## config.mk

```make
export PLATFORM = sky130hd
export DESIGN_NAME = div_unit
export DESIGN_NICKNAME = d
export VERILOG_FILES = /design/src/rtl/div_unit.sv
export SDC_FILE = /design/constraint.sdc
export NUM_CORES = 1
export LEC_CHECK = 0
export ABC_AREA = 1
export BUFFER_PORTS_ARGS = -buffer_cell sky130_fd_sc_hd__buf_2
export CAP_MARGIN = 20
export CORE_ASPECT_RATIO = 1.2
export CORE_MARGIN = 2
export CORE_UTILIZATION = 45
export CTS_BUF_LIST = sky130_fd_sc_hd__clkbuf_16
export DETAILED_ROUTE_END_ITERATION = 10
export PLACE_DENSITY = 0.69
export SETUP_SLACK_MARGIN = 0.2
export SLEW_MARGIN = 40
export SYNTH_ARGS = -nofsm -noshare
export SYNTH_HDL_FRONTEND = slang
export SYNTH_SLANG_ARGS = --single-unit
export TNS_END_PERCENT = 1
```

## constraint.sdc

```tcl
create_clock -name clk -period 3.9 [get_ports clk]
set_clock_uncertainty 0.05 [all_clocks]
set_input_delay 0.78 -clock clk [delete_from_list [all_inputs] [get_ports clk]]
set_output_delay 0.78 -clock clk [all_outputs]
set_load 0.01 [all_outputs]
```

## src/rtl/div_unit.sv

```systemverilog
// div_unit: multi-cycle radix-2 restoring divider for DIV/DIVU.
// One quotient bit per cycle on unsigned magnitudes, with the sign fix-up
// applied on the way into END. The execute stage holds start_i until
// ready_o is seen and drops it to release the unit.
// Optional build macro: DIV_EARLY_OUT_EN. When defined, |dividend| < |divisor|
// skips the iteration and completes in 2 edges. Results match the default build.
module div_unit #(
    parameter int WIDTH = 32
) (
    input  logic               clk,
    input  logic               rst,
    input  logic               signed_div_i,
    input  logic [WIDTH-1:0]   opdata1_i,
    input  logic [WIDTH-1:0]   opdata2_i,
    input  logic               start_i,
    input  logic               annul_i,
    output logic [2*WIDTH-1:0] result_o,
    output logic               ready_o
);

    localparam logic [1:0] FREE   = 2'b00;
    localparam logic [1:0] BYZERO = 2'b01;
    localparam logic [1:0] ON     = 2'b10;
    localparam logic [1:0] END    = 2'b11;

    // The counter runs 0..WIDTH; the extra count is the fix-up cycle.
    localparam logic [5:0] LAST_CNT = 6'(WIDTH);

    logic [1:0]       state;
    logic [5:0]       cnt;
    logic [WIDTH-1:0] dividend;   // shifts left, msb feeds each trial
    logic [WIDTH-1:0] divisor;
    logic [WIDTH-1:0] rem;        // partial remainder
    logic [WIDTH-1:0] quot;       // quotient bits shift in at the lsb
    logic             neg_quot;
    logic             neg_rem;

    logic [WIDTH-1:0] abs_op1;
    logic [WIDTH-1:0] abs_op2;
    logic [WIDTH:0]   trial;
    logic             early_out;

    // Operand magnitudes and the 33-bit trial subtraction for this cycle.
    // NOTE: every always_comb output gets a value on every path, so no latch is inferred.
    always_comb begin
        abs_op1 = (signed_div_i && opdata1_i[WIDTH-1]) ? -opdata1_i : opdata1_i;
        abs_op2 = (signed_div_i && opdata2_i[WIDTH-1]) ? -opdata2_i : opdata2_i;
        trial   = {rem, dividend[WIDTH-1]} - {1'b0, divisor};
    end

`ifdef DIV_EARLY_OUT_EN
    // Quotient is zero whenever the dividend magnitude is smaller than the divisor.
    assign early_out = (abs_op1 < abs_op2);
`else
    assign early_out = 1'b0;
`endif

    // Divider state machine. The datapath and the registered outputs share one block.
    // NOTE: sequential state uses non-blocking assignments only, so every
    // register samples pre-edge values regardless of statement order.
    always_ff @(posedge clk or negedge rst) begin
        if (!rst) begin
            state    <= FREE;
            cnt      <= '0;
            dividend <= '0;
            divisor  <= '0;
            rem      <= '0;
            quot     <= '0;
            neg_quot <= 1'b0;
            neg_rem  <= 1'b0;
            ready_o  <= 1'b0;
            result_o <= '0;
        end else begin
            case (state)
                FREE: begin
                    ready_o  <= 1'b0;
                    result_o <= '0;
                    if (start_i && !annul_i) begin
                        if (opdata2_i == '0) begin
                            state <= BYZERO;
                            rem   <= '0;
                        end else if (early_out) begin
                            // Remainder is the dividend itself, sign included.
                            state <= BYZERO;
                            rem   <= opdata1_i;
                        end else begin
                            state    <= ON;
                            dividend <= abs_op1;
                            divisor  <= abs_op2;
                            neg_quot <= signed_div_i && (opdata1_i[WIDTH-1] ^ opdata2_i[WIDTH-1]);
                            neg_rem  <= signed_div_i && opdata1_i[WIDTH-1];
                            cnt      <= '0;
                            rem      <= '0;
                            quot     <= '0;
                        end
                    end
                end

                BYZERO: begin
                    if (annul_i) begin
                        state <= FREE;
                    end else begin
                        state    <= END;
                        ready_o  <= 1'b1;
                        result_o <= {rem, {WIDTH{1'b0}}};
                    end
                end

                ON: begin
                    if (annul_i) begin
                        state <= FREE;
                    end else if (cnt != LAST_CNT) begin
                        if (!trial[WIDTH]) begin
                            rem  <= trial[WIDTH-1:0];
                            quot <= {quot[WIDTH-2:0], 1'b1};
                        end else begin
                            rem  <= {rem[WIDTH-2:0], dividend[WIDTH-1]};
                            quot <= {quot[WIDTH-2:0], 1'b0};
                        end
                        dividend <= {dividend[WIDTH-2:0], 1'b0};
                        cnt      <= cnt + 6'd1;
                    end else begin
                        // All bits done: apply signs and present the result.
                        state    <= END;
                        ready_o  <= 1'b1;
                        result_o <= {(neg_rem  ? -rem  : rem),
                                     (neg_quot ? -quot : quot)};
                    end
                end

                END: begin
                    if (annul_i || !start_i) begin
                        state    <= FREE;
                        ready_o  <= 1'b0;
                        result_o <= '0;
                    end
                end

                default: state <= FREE;
            endcase
        end
    end

endmodule

```

# Word-level counts from Yosys, hierarchy flattened
# Cells that the tools add are included.
# Widths: inputs -> output; s select.
[classes]
n_addsub = 6
bitwise = 2
reduce_logical = 15
muxes = 42
eq_ne = 12
[ops]
columns = ["operator", "n"]
rows = [
  ["$mux 32", 16],
  ["$mux 64", 4],
  ["$pmux 64 s4", 1],
  ["$pmux 32 s2", 3],
  ["$neg 32->32", 4],
  ["$sub 33x32->33", 1],
  ["$logic_not 32->1", 1],
  ["$mux 6", 4],
  ["$ne 2x2->1 const B", 7],
  ["$mux 2", 6],
  ["$pmux 6 s2", 1],
  ["$pmux 2 s4", 1],
  ["$reduce_and 4->1", 2],
  ["$add 6x1->6 const B", 1],
  ["$ne 6x6->1 const B", 1],
  ["$reduce_and 3->1", 2],
  ["$mux 1", 5],
  ["$reduce_and 5->1", 1],
  ["$eq 2x2->1 const B", 2],
  ["$logic_and 1x1->1", 4],
  ["$pmux 1 s4", 1],
  ["$ne 3x3->1 const B", 1],
  ["$eq 2x1->1 const B", 1],
  ["$logic_not 1->1", 2],
  ["5 further kinds", 5],
]
[totals]
ff_bits = 203
input_bits = 69
elab_cells = 87

# Logic depth before layout (Yosys ltp)
# Gate-level depths: netlist of the first run.
[logic_depth]
depth_word = 5
ltp_mapped = 18
ltp_nobuf = 17

# Worst setup path before layout of the first run
# No wires, ideal clock.
[synth_timing]
path_kind = "in2reg"
from = "input opdata2_i[0]"
to = "register dividend[24]"
required_time_ps = 3726
setup_time_ps = 124
arrival_time_ps = 2098
path_stages = 12
n_path_buf = 1
path_slack_ps = 1627
path_cell_list = "inv_1 ha_1 nand3_2 nor2_4 nand4_2 nor2_4 nand4_4 nand2_4 inv_4 buf_6 o211ai_1 nand2_1"
[synth_via]
elab_chain_cells = 3
[synth_rtl]
columns = ["item", "line_no", "rtl"]
rows = [
  ["start, declared", "14", "input logic [WIDTH-1:0] opdata2_i,"],
  ["$logic_not 32->1", "79", "if (opdata2_i == '0) begin"],
  ["$ne 2x2->1 (no line)", "--", ""],
  ["$reduce_and 5->1 (no line)", "--", ""],
  ["end signal, assigned", "88", "dividend <= abs_op1;"],
  ["end signal, assigned", "120", "dividend <= {dividend[WIDTH-2:0], 1'b0};"],
  ["end, declared", "31", "logic [WIDTH-1:0] dividend;"],
]
# Every way passes these cells.
# A chain may end at the register's enable or synchronous reset.

# Final worst setup path of the first run
[layout_timing]
from = "register divisor[0]"
to = "register rem[28]"
[layout_via]
elab_chain_cells = 5
[layout_rtl]
columns = ["item", "line_no", "rtl"]
rows = [
  ["start, declared", "32", "logic [WIDTH-1:0] divisor;"],
  ["start signal, assigned", "89", "divisor <= abs_op2;"],
  ["$sub 33x32->33", "48", "trial = {rem, dividend[WIDTH-1]} - {1'b0, divisor};"],
  ["$mux 32", "113", "if (!trial[WIDTH]) begin"],
  ["$mux 32", "112", "end else if (cnt != LAST_CNT) begin"],
  ["$mux 32", "110", "if (annul_i) begin"],
  ["$pmux 32 s2", "74", "case (state)"],
  ["end signal, assigned", "85", "rem <= opdata1_i;"],
  ["end signal, assigned", "114", "rem <= trial[WIDTH-1:0];"],
  ["end signal, assigned", "117", "rem <= {rem[WIDTH-2:0], dividend[WIDTH-1]};"],
  ["end, declared", "33", "logic [WIDTH-1:0] rem;"],
]
# Every way passes these cells. The select of a mux whose other input is x is not followed.

==> flow_summary.yaml, run 1 <==
place:
  place_area_um2: 15800
  gp_congestion: 0.926
  portBuffers: 133
  dp_hpwl_um: 32000
clock_tree:
  htreeDepth: 1
  clk_latency_ns: 0.52
  ctsHoldBuffers: 0
  clockBufferDepth: 3
  clock-sinks: 203
  cts_buffers: 22
  root_buffer: "clkbuf_16"
  post_cts.repair.setup_buffers: 0
  cts.clk_slew.worst_paths_ns: 0.06
  cts_tree: "done"
  cts.repair.resized: 0
layout:
  final_common_cell: "nand2_1"
  nets: 2424
  nFillCells: 3374
  layout-drive-gt1-share_pct: 10.7
  area_delta_synth_final_pct: 10.3
  final_cell_mix: "710 x nand2_1, 312 x inv_1, 203 x dfrtp_1, 191 x nor2_1, 164 x nand3_1"
  seqCellArea_um2: 5080
  multi_input_area_um2: 8200
  final_cell_area_um2: 16500
  num_antenna_cells: 0
floorplan:
  dieHeight_um: 203
  dieArea_um2: 34600
  start_util_pct: 45.4
  io_pins: 134
  core_area_um2: 32900
  rows: 73
  die_w_um: 170
drt:
  wl_per_cell_um: 15.2
  drc: 0
  vias: 14125
  routed_wl_um: 41500
  vias_per_cell: 5.16
  dr.pass1.iters: 5
  ant_nets: 0
  drtIter0Drc: 815
sta:
  rsz0062_at_grt: "false"
  setup_viol: 0
  fin_crit_sh_pct: 74.8
  setup_tns_ns: 0
  max_freq_mhz: 343
  finalHoldViolCount: 0
  final_max_slew_viol_count: 0
  tightestPinTransition_ns: 0.737
  fin_crit_ns: 2.92
  slew_headroom_pct: 50.9
setup_path:
  crit_required_ns: 4.25
  cp_num_buf_inv: 1
  critical_path_class: "flop to flop"
  crit_arrival_ns: 3.27
  cp-start-kind: "flop"
  cp-end-kind: "flop"
  crit_path_max_incr_delay_ns: 0.42
  crit_path_frequent_cell: "nand2_4"
  cpMaxStageDelayCell: "dfrtp_1"
  crit_chain: "ha_1, fa_1, inv_1, nand2_1, nand2_1, nand3_1, nand2_2, nand2_2, nand2_4, nand2_4, nand2_4, nand2_4, nand2_4, nand2_1, nand3_1, nand2_1"
  crit_family: "simple AND/OR/NAND/NOR gates"
  path_max_fanout: 29
global_route:
  grt_pass1_wl_um: 66900
  overflow: 0
  grt_usage_pct: 23.8
  grt_max_degree: 102
  antenna_found_initial: 0
  grt_pass1_vias: 13107
pwr:
  leakage_nw: 9.18
  ir_drop_mv: 0.442
  power_density_nw_per_um2: 521
logic_synthesis:
  ys_types: 53
  yosysWarnings: 0
  synthArstFlopShare_pct: 100
  synth_area_leader_cell: "dfrtp_1"
  synth_seq_area_share_pct: 34.0
  ys.flop_type: "dfrtp_1"
  ys_ff_latch: 203
  syn_nets: 2321
  syn_inst: 2209
  synth_top_area_share_pct: 34.0
  syn_area_um2: 14900
  synthTopCellsByArea: "dfrtp_1 34%, nand2_1 18%, inv_1 7.7%, nand3_1 5.5%, nor2_1 4.8%"
  syn_avg_cell_area_um2: 6.76
  synth-edff-count: 0
min_path:
  worstHoldPathType: "primary input to async pin"
job:
  cap_violations: 0
outcome:
  outcome: "complete, no violations"
[sequential cells by signal, indices dropped and copies added, names as in the netlist]
signal / count
ready_o: 1
state: 2
neg_quot: 1
result_o: 64
divisor: 32
rem: 32
quot: 32
neg_rem: 1
dividend: 32
cnt: 6
[metrics by stage]
step | worst slack, ns | hold slack [ns] | utilization [%] | std cells | total power (W)
2_1_floorplan | 1.63 | 0.391 | - | 2209 | 0.00573
3_3_place_gp | 0.847 | 0.410 | 48.0 | 2699 | 0.00657
3_5_place_dp | 0.782 | 0.412 | 48.0 | 2699 | 0.00666
4_1_cts | 1.04 | 0.343 | 50.0 | 2738 | 0.00862
5_1_grt | 0.763 | 0.0654 | 50.1 | 2739 | 0.00926
6_report | 0.982 | 0.0695 | 50.1 | 2739 | 0.00858
[Yosys cell counts, types with 3 or more instances]
cell type and number:
nand3_2 21, o22ai_1 32, nor2_2 6, nor2_1 191, buf_1 7, nand3_1 164
o21ai_1 40, nor2_4 3, ha_1 42, o21bai_1 5, nand2_2 11, a22oi_1 25
nand4_1 28, a21oi_1 48, inv_2 5, clkbuf_1 23, and2_1 4, o21ai_0 116
buf_6 13, xnor2_1 21, nand2_4 6, inv_1 306, buf_2 15, o221ai_1 9
o31ai_1 6, or2_2 5, dfrtp_1 203, nand2_1 711, nor3_1 28, buf_4 8
nand3b_1 4, o211ai_1 6, o211ai_2 4, xor2_1 67, clkinv_1 3
[worst register-to-register path: cells and delay by family (launching register included)]
kind	cells	cell delay, ns
buffers and inverters	1	0.11
adders and majority gates	2	0.64
and+or+nand+nor	13	1.57
DFF	1	0.42
[power breakdown]
part           internal (W)  switching, W  total [W]
clock network       0.00109      0.000858    0.00195
logic               0.00111       0.00279    0.00390
registers           0.00250      0.000236    0.00274
[per-layer routing]
metal  vias up  wire, um  global-route usage (%)
li1       7244         -                       -
met1      6482     19600                    33.7
met2       345     18900                    38.7
met3        54      1900                    2.29
met4         0      1070                    6.78
met5         -         0                       0
[final cells by class]
cell class                      count  share of cell area, %
Clock inverter                     17                  0.669
Sequential cell                   203                   30.9
Inverter                          315                   7.20
Tap cell                          412                   3.13
Clock buffer                       22                   3.34
Multi-Input combinational cell   1621                   49.8
Timing Repair Buffer              149                   5.03
[final timing paths]
| path | from | to | slack [ns] | cells after the start |
|---|---|---|---|---|
| min | rst | result_o[13] | 0.07 | 1 |
| min reg2reg | result_o[27] | result_o[27] | 0.42 | 2 |
| max | divisor[0] | rem[28] | 0.98 | 16 |
| min in group clk | result_o[27] | result_o[27] | 0.42 | 2 |
| max reg2reg | divisor[0] | rem[28] | 0.98 | 16 |
| max in group asynchronous | rst | rem[17] | 2.72 | 3 |
[kinds of logic after synthesis]
kind of cell / share of synthesized area [%]
buffers and inverters: 11.1
xor gates and xnor gates: 5.16
AOI/OAI and AO/OA: 11.7
DFF: 34.0
adders and majority gates: 3.66
muxes: 0.0671
and+or+nand+nor: 34.3
Power figures use the tool's default switching activity.
==> run 2, diff against run 1 <==
--- a/config.mk
+++ b/config.mk
@@ -5,7 +5,7 @@
 export SDC_FILE = /design/constraint.sdc
 export NUM_CORES = 1
 export LEC_CHECK = 0
-export ABC_AREA = 1
+export ABC_AREA = 0
 export BUFFER_PORTS_ARGS = -buffer_cell sky130_fd_sc_hd__buf_2
 export CAP_MARGIN = 20
 export CORE_ASPECT_RATIO = 1.2
@@ -13,7 +13,7 @@
 export CORE_UTILIZATION = 45
 export CTS_BUF_LIST = sky130_fd_sc_hd__clkbuf_16
 export DETAILED_ROUTE_END_ITERATION = 10
-export PLACE_DENSITY = 0.69
+export PLACE_DENSITY = 0.72
 export SETUP_SLACK_MARGIN = 0.2
 export SLEW_MARGIN = 40
 export SYNTH_ARGS = -nofsm -noshare
==> constraint.sdc (replaced) <==
create_clock -name clk -period 2.6 [get_ports clk]
set_clock_uncertainty 0.05 [all_clocks]
set_input_delay 0.52 -clock clk [delete_from_list [all_inputs] [get_ports clk]]
set_output_delay 0.52 -clock clk [all_outputs]
set_load 0.01 [all_outputs]
==> flow_summary.yaml, run 2 <==
global_route:
  antenna_found_initial: 1
  grt_pass1_wl_um: 62500
  overflow: 0
  grt_usage_pct: 24.4
  grt_pass1_vias: 12614
  grt_max_degree: 68
layout:
  instances_no_fill: 2288
  regMostFlops: "result_o"
  layout-drive-gt1-share_pct: 27.9
  post-route-util_pct: 59.8
  final_common_cell: "buf_4"
  nets: 2000
  final_cell_mix: "245 x buf_4, 241 x nand2_1, 203 x dfrtp_1, 135 x o21ai_0, 131 x buf_2"
  largest_register_ffs: 64
  area_delta_synth_final_pct: 30.4
  num_antenna_cells: 0
floorplan:
  io_pins: 134
  core_area_um2: 28800
  rows: 68
  dieArea_um2: 30800
  start_util_pct: 45.8
  dieHeight_um: 192
  die_w_um: 160
place:
  dpl.cell_count: 2245
  portBuffers: 133
  gp_congestion: 0.945
  dp_hpwl_um: 27800
setup_path:
  crit_required_ns: 2.98
  critical_path_class: "flop to flop"
  crit_chain: "ha_2, fa_2, nand2b_4, a21oi_4, o21ai_2, a21o_1, or3_4, and3_4, or4_1, o211ai_1"
  cpMaxStageDelayCell: "or4_1"
  crit_path_max_incr_delay_ns: 0.49
  cp-end-kind: "flop"
  cp-start-kind: "flop"
  crit_arrival_ns: 3.28
  path_max_fanout: 4
sta:
  rsz0062_at_grt: "true"
  finalHoldViolCount: 0
  max_freq_mhz: 345
  slew_headroom_pct: 38.5
  fin_crit_sh_pct: 111
  tightestPinTransition_ns: 0.923
  fin_crit_ns: 2.90
  worst_slack_ns: -0.297
  final_max_slew_viol_count: 0
  setup_viol: 61
outcome:
  violations: "setup timing"
  outcome: "finished with violations"
logic_synthesis:
  syn_inst: 1562
  yosysWarnings: 0
  synth_area_leader_cell: "dfrtp_1"
  ys_types: 81
  synth_xor_area_share_pct: 7.29
  synth_compound_area_share_pct: 24.9
  ys_ff_latch: 203
  synthTopCellsByCount: "251 x nand2_1, 203 x dfrtp_1, 170 x o21ai_0"
  synth_top_family_by_area: "compound AO/OA/AOI/OAI gates"
  muxShareOfSynthArea_pct: 1.08
  synth_seq_area_share_pct: 38.4
  syn_area_um2: 13200
  ys.flop_type: "dfrtp_1"
  synth-simple-area-share_pct: 18.4
  synth_fa_ha_area_share_pct: 4.13
  yosysMostFrequentCell: "nand2_1"
  synth_top_area_share_pct: 38.4
  syn_avg_cell_area_um2: 8.47
  synth-edff-count: 0
  synthArstFlopShare_pct: 100
  synthTopCellsByArea: "dfrtp_1 38%, nand2_1 7.1%, o21ai_0 6.4%, xor2_1 4.8%, ha_1 4.0%"
  syn_nets: 1674
clock_tree:
  cts_tree: "done"
  clk_latency_ns: 0.52
  root_buffer: "clkbuf_16"
  cts.clk_slew.worst_paths_ns: 0.07
  cts_buffers: 22
  clockBufferDepth: 3
  htreeDepth: 1
  clock-sinks: 203
pwr:
  total_power_w: 0.0213
  power_density_nw_per_um2: 1230
  leakage_nw: 8.27
  ir_drop_mv: 0.847
job:
  cap_violations: 0
drt:
  ant_nets: 0
  wl_per_cell_um: 16.5
  drc: 0
  vias_per_cell: 5.68
  routed_wl_um: 37700
  vias: 12997
  dr.pass1.iters: 6
  drtIter0Drc: 884
min_path:
  worstHoldPathType: "primary input to flop"
## run 2: cell count changes after synthesis, sizes merged, moves of 24 or more
| cell | previous run | this run |
|---|---|---|
| nand2 | 728 | 252 |
| inv | 312 | 64 |
| nand3 | 186 | 28 |
| nor2 | 201 | 93 |
| a21oi | 51 | 99 |
| clkbuf | 23 | 69 |
| a22o | 1 | 36 |
| o22ai | 33 | 2 |
| a22oi | 25 | 0 |
| buf | 47 | 23 |
## run 2: critical path, delay by kind of cell (launching register included)
kind / cells / cell delay, ns
adders and majority gates: 2 / 0.53
and+or+nand+nor: 4 / 1.23
DFF: 1 / 0.39
AOI/OAI and AO/OA: 4 / 0.60
## run 2: final cells by class
cell class                      instances  area [um2]
Tap cell                              385         482
Sequential cell                       203        5080
Inverter                               64         240
Clock buffer                           22         551
Clock inverter                         17         123
Timing Repair Buffer                  398        2830
Fill cell                            2496       11600
Multi-Input combinational cell       1199        7930
## run 2: layer usage
metal	GRT usage, %	wire [um]	vias to the layer above
met4	7.35	814	2
met2	40.5	17700	351
met5	0	11	-
met3	2.87	1940	63
met1	33.6	17200	6274
li1	-	-	6307
## run 2: worst paths after layout
| check | cells past startpoint | to | startpoint | slack [ns] |
|---|---|---|---|---|
| max | 10 | rem[25] | divisor[0] | -0.30 |
| min | 2 | divisor[0] | opdata2_i[0] | 0.24 |
| max reg2reg | 10 | rem[25] | divisor[0] | -0.30 |
| min reg2reg | 1 | result_o[61] | result_o[61] | 0.42 |
| max in group asynchronous | 3 | divisor[7] | rst | 1.18 |
| min in group asynchronous | 2 | rem[24] | rst | 0.51 |
## run 2: logic make-up after synthesis
family / count (synthesis)
AND/OR/NAND/NOR: 524
buffers and inverters: 160
XOR/XNOR: 110
flip-flops: 203
multiplexers: 14
adder cells (fa/ha/maj): 43
AO/OA/AOI/OAI: 508
## run 2: where the power goes
part	internal, W	total [W]	switching [W]
registers	0.00411	0.00481	0.000698
logic	0.00604	0.0135	0.00747
clock network	0.00165	0.00297	0.00133
## run 2: per-stage QoR
| stage | worst slack, ns | TNS (ns) | area (um2) | hold WS [ns] |
|---|---|---|---|---|
| floorplan | -0.413 | -47.19 | 13300 | 0.174 |
| global placement | -0.572 | -62.22 | 16000 | 0.407 |
| detailed placement | -0.593 | -68.76 | 16000 | 0.411 |
| CTS | -0.294 | -6.66 | 17000 | 0.233 |
| global route | -0.438 | -12.91 | 17200 | 0.253 |
| finish | -0.297 | -7.15 | 17200 | 0.244 |
## run 2: timing repair
item / 4_1_cts / 5_1_grt
resized for setup: 104 / 60
cloned: 1 / 0
endpoints found under the hold margin: 57 / 0
endpoints found under the setup margin: 184 / 198
pin swaps: 56 / 30
setup buffers: 2 / 0
hold buffers: 1 / 0
==> run 3, diff against run 2 <==
--- a/config.mk
+++ b/config.mk
@@ -13,7 +13,7 @@
 export CORE_UTILIZATION = 45
 export CTS_BUF_LIST = sky130_fd_sc_hd__clkbuf_16
 export DETAILED_ROUTE_END_ITERATION = 10
-export PLACE_DENSITY = 0.72
+export PLACE_DENSITY_LB_ADDON = 0.08
 export SETUP_SLACK_MARGIN = 0.2
 export SLEW_MARGIN = 40
 export SYNTH_ARGS = -nofsm -noshare
==> flow_summary.yaml, run 3 (synthesized netlist as in run 2, its figures left out) <==
global_route:
  antenna_found_initial: 0
  grt_max_degree: 65
  grt_pass1_vias: 12055
  grt_pass1_wl_um: 61900
  overflow: 0
  grt_usage_pct: 24.4
sta:
  slew_headroom_pct: 52.8
  rsz0062_at_grt: "true"
  setup_viol: 49
  worst_slack_ns: -0.297
  finalHoldViolCount: 0
  fin_crit_ns: 2.90
  max_freq_mhz: 345
  fin_crit_sh_pct: 111
  final_max_slew_viol_count: 0
  tightestPinTransition_ns: 0.706
  whs_ns: 0.239
setup_path:
  crit_required_ns: 2.99
  crit_arrival_ns: 3.29
  path_max_fanout: 5
  r2r-end: "rem[25]"
  cp-end-kind: "flop"
  cp-start-kind: "flop"
  ff2ff_path_depth: 11
  crit_path_start: "dividend[31]"
  reg2reg_from: "dividend[31]"
  critical_path_class: "flop to flop"
  reg2reg_setup_slack_ns: -0.30
drt:
  drc: 0
  drtIter0Drc: 840
  vias_per_cell: 5.50
  vias: 12664
  routed_wl_um: 37800
  dr.pass1.iters: 5
  wl_per_cell_um: 16.4
  ant_nets: 0
outcome:
  violations: "setup timing"
  outcome: "finished with violations"
layout:
  regMostFlops: "result_o"
  largest_register_ffs: 64
  nets: 2012
  nFillCells: 2537
  num_antenna_cells: 0
  instances_no_fill: 2301
  final_common_cell: "buf_4"
  area_delta_synth_final_pct: 33.3
  layout-drive-gt1-share_pct: 30.3
  final_cell_mix: "250 x buf_4, 214 x nand2_1, 203 x dfrtp_1, 131 x buf_2, 115 x o21ai_0"
  post-route-util_pct: 61.1
place:
  portBuffers: 133
  dpl.cell_count: 2256
  gp_congestion: 0.922
  dp_hpwl_um: 27800
job:
  cap_violations: 0
clock_tree:
  cts_buffers: 23
  cts_tree: "done"
  root_buffer: "clkbuf_16"
  clockBufferDepth: 3
  clock-sinks: 203
  clk_latency_ns: 0.53
  cts.clk_slew.worst_paths_ns: 0.06
  htreeDepth: 1
min_path:
  hp-start: "opdata1_i[0]"
  min_to: "dividend[0]"
  worstHoldPathType: "primary input to flop"
  whs_path_depth: 3
floorplan:
  dieHeight_um: 192
  io_pins: 134
  rows: 68
  die_w_um: 160
  start_util_pct: 45.8
  core_area_um2: 28800
  dieArea_um2: 30800
pwr:
  power_density_nw_per_um2: 1250
  leakage_nw: 8.47
  ir_drop_mv: 0.608
[run 3: what timing repair did]
item | 4_1_cts | 5_1_grt
hold buffers | 1 | 0
buffers inserted | 2 | 0
resized for setup | 185 | 46
hold endpoints to repair | 55 | 0
endpoints found under the setup margin | 165 | 177
gates cloned | 1 | 0
pin swaps | 80 | 51
[run 3: worst max-delay path by stage]
stage | endpoint | cells after the start
after floorplan | quot[24] | 8
after global placement | cnt[0] | 7
after detailed placement | cnt[0] | 7
after CTS | rem[25] | 11
after global routing | rem[25] | 11
final | rem[25] | 11
[run 3: layer usage]
layer | up-vias | GRT usage, % | wire (um)
met3 | 41 | 2.31 | 1890
met4 | 0 | 4.57 | 584
met2 | 307 | 39.6 | 17300
li1 | 6340 | - | -
met5 | - | 0 | 0
met1 | 5976 | 35.7 | 18100
[run 3: power by group]
part           internal [W]  total, W  switching (W)
sequential          0.00411   0.00479       0.000677
clock               0.00192   0.00329        0.00137
combinational       0.00626    0.0140        0.00773
[run 3: worst max-delay path, cell delays in order, from the launching register on]
cell      delay [ns]
dfrtp_1         0.34
inv_1           0.05
ha_2            0.20
fa_2            0.34
nand2b_4        0.16
a21oi_4         0.14
o21ai_2         0.09
a21o_1          0.21
or3_4           0.38
and3_4          0.20
or4_1           0.49
o211ai_1        0.16
[run 3: metrics by stage]
step / power, W / cell area [um2] / worst slack (ns) / setup TNS [ns]
2_1_floorplan: 0.0120 / 13300 / -0.413 / -47.19
3_3_place_gp: 0.0170 / 16100 / -0.581 / -68.50
3_5_place_dp: 0.0171 / 16100 / -0.612 / -73.96
4_1_cts: 0.0216 / 17400 / -0.367 / -9.42
5_1_grt: 0.0237 / 17600 / -0.379 / -14.63
6_report: 0.0221 / 17600 / -0.297 / -7.15
[run 3: cell type report]
| cell class | instances | area [um2] | share of cell area [%] |
|---|---|---|---|
| Inverter | 64 | 240 | 1.36 |
| Multi-Input combinational cell | 1199 | 8100 | 46.0 |
| Sequential cell | 203 | 5080 | 28.8 |
| Clock buffer | 23 | 576 | 3.27 |
| Tap cell | 385 | 482 | 2.73 |
| Clock inverter | 18 | 176 | 1.00 |
| Timing Repair Buffer | 409 | 2970 | 16.8 |
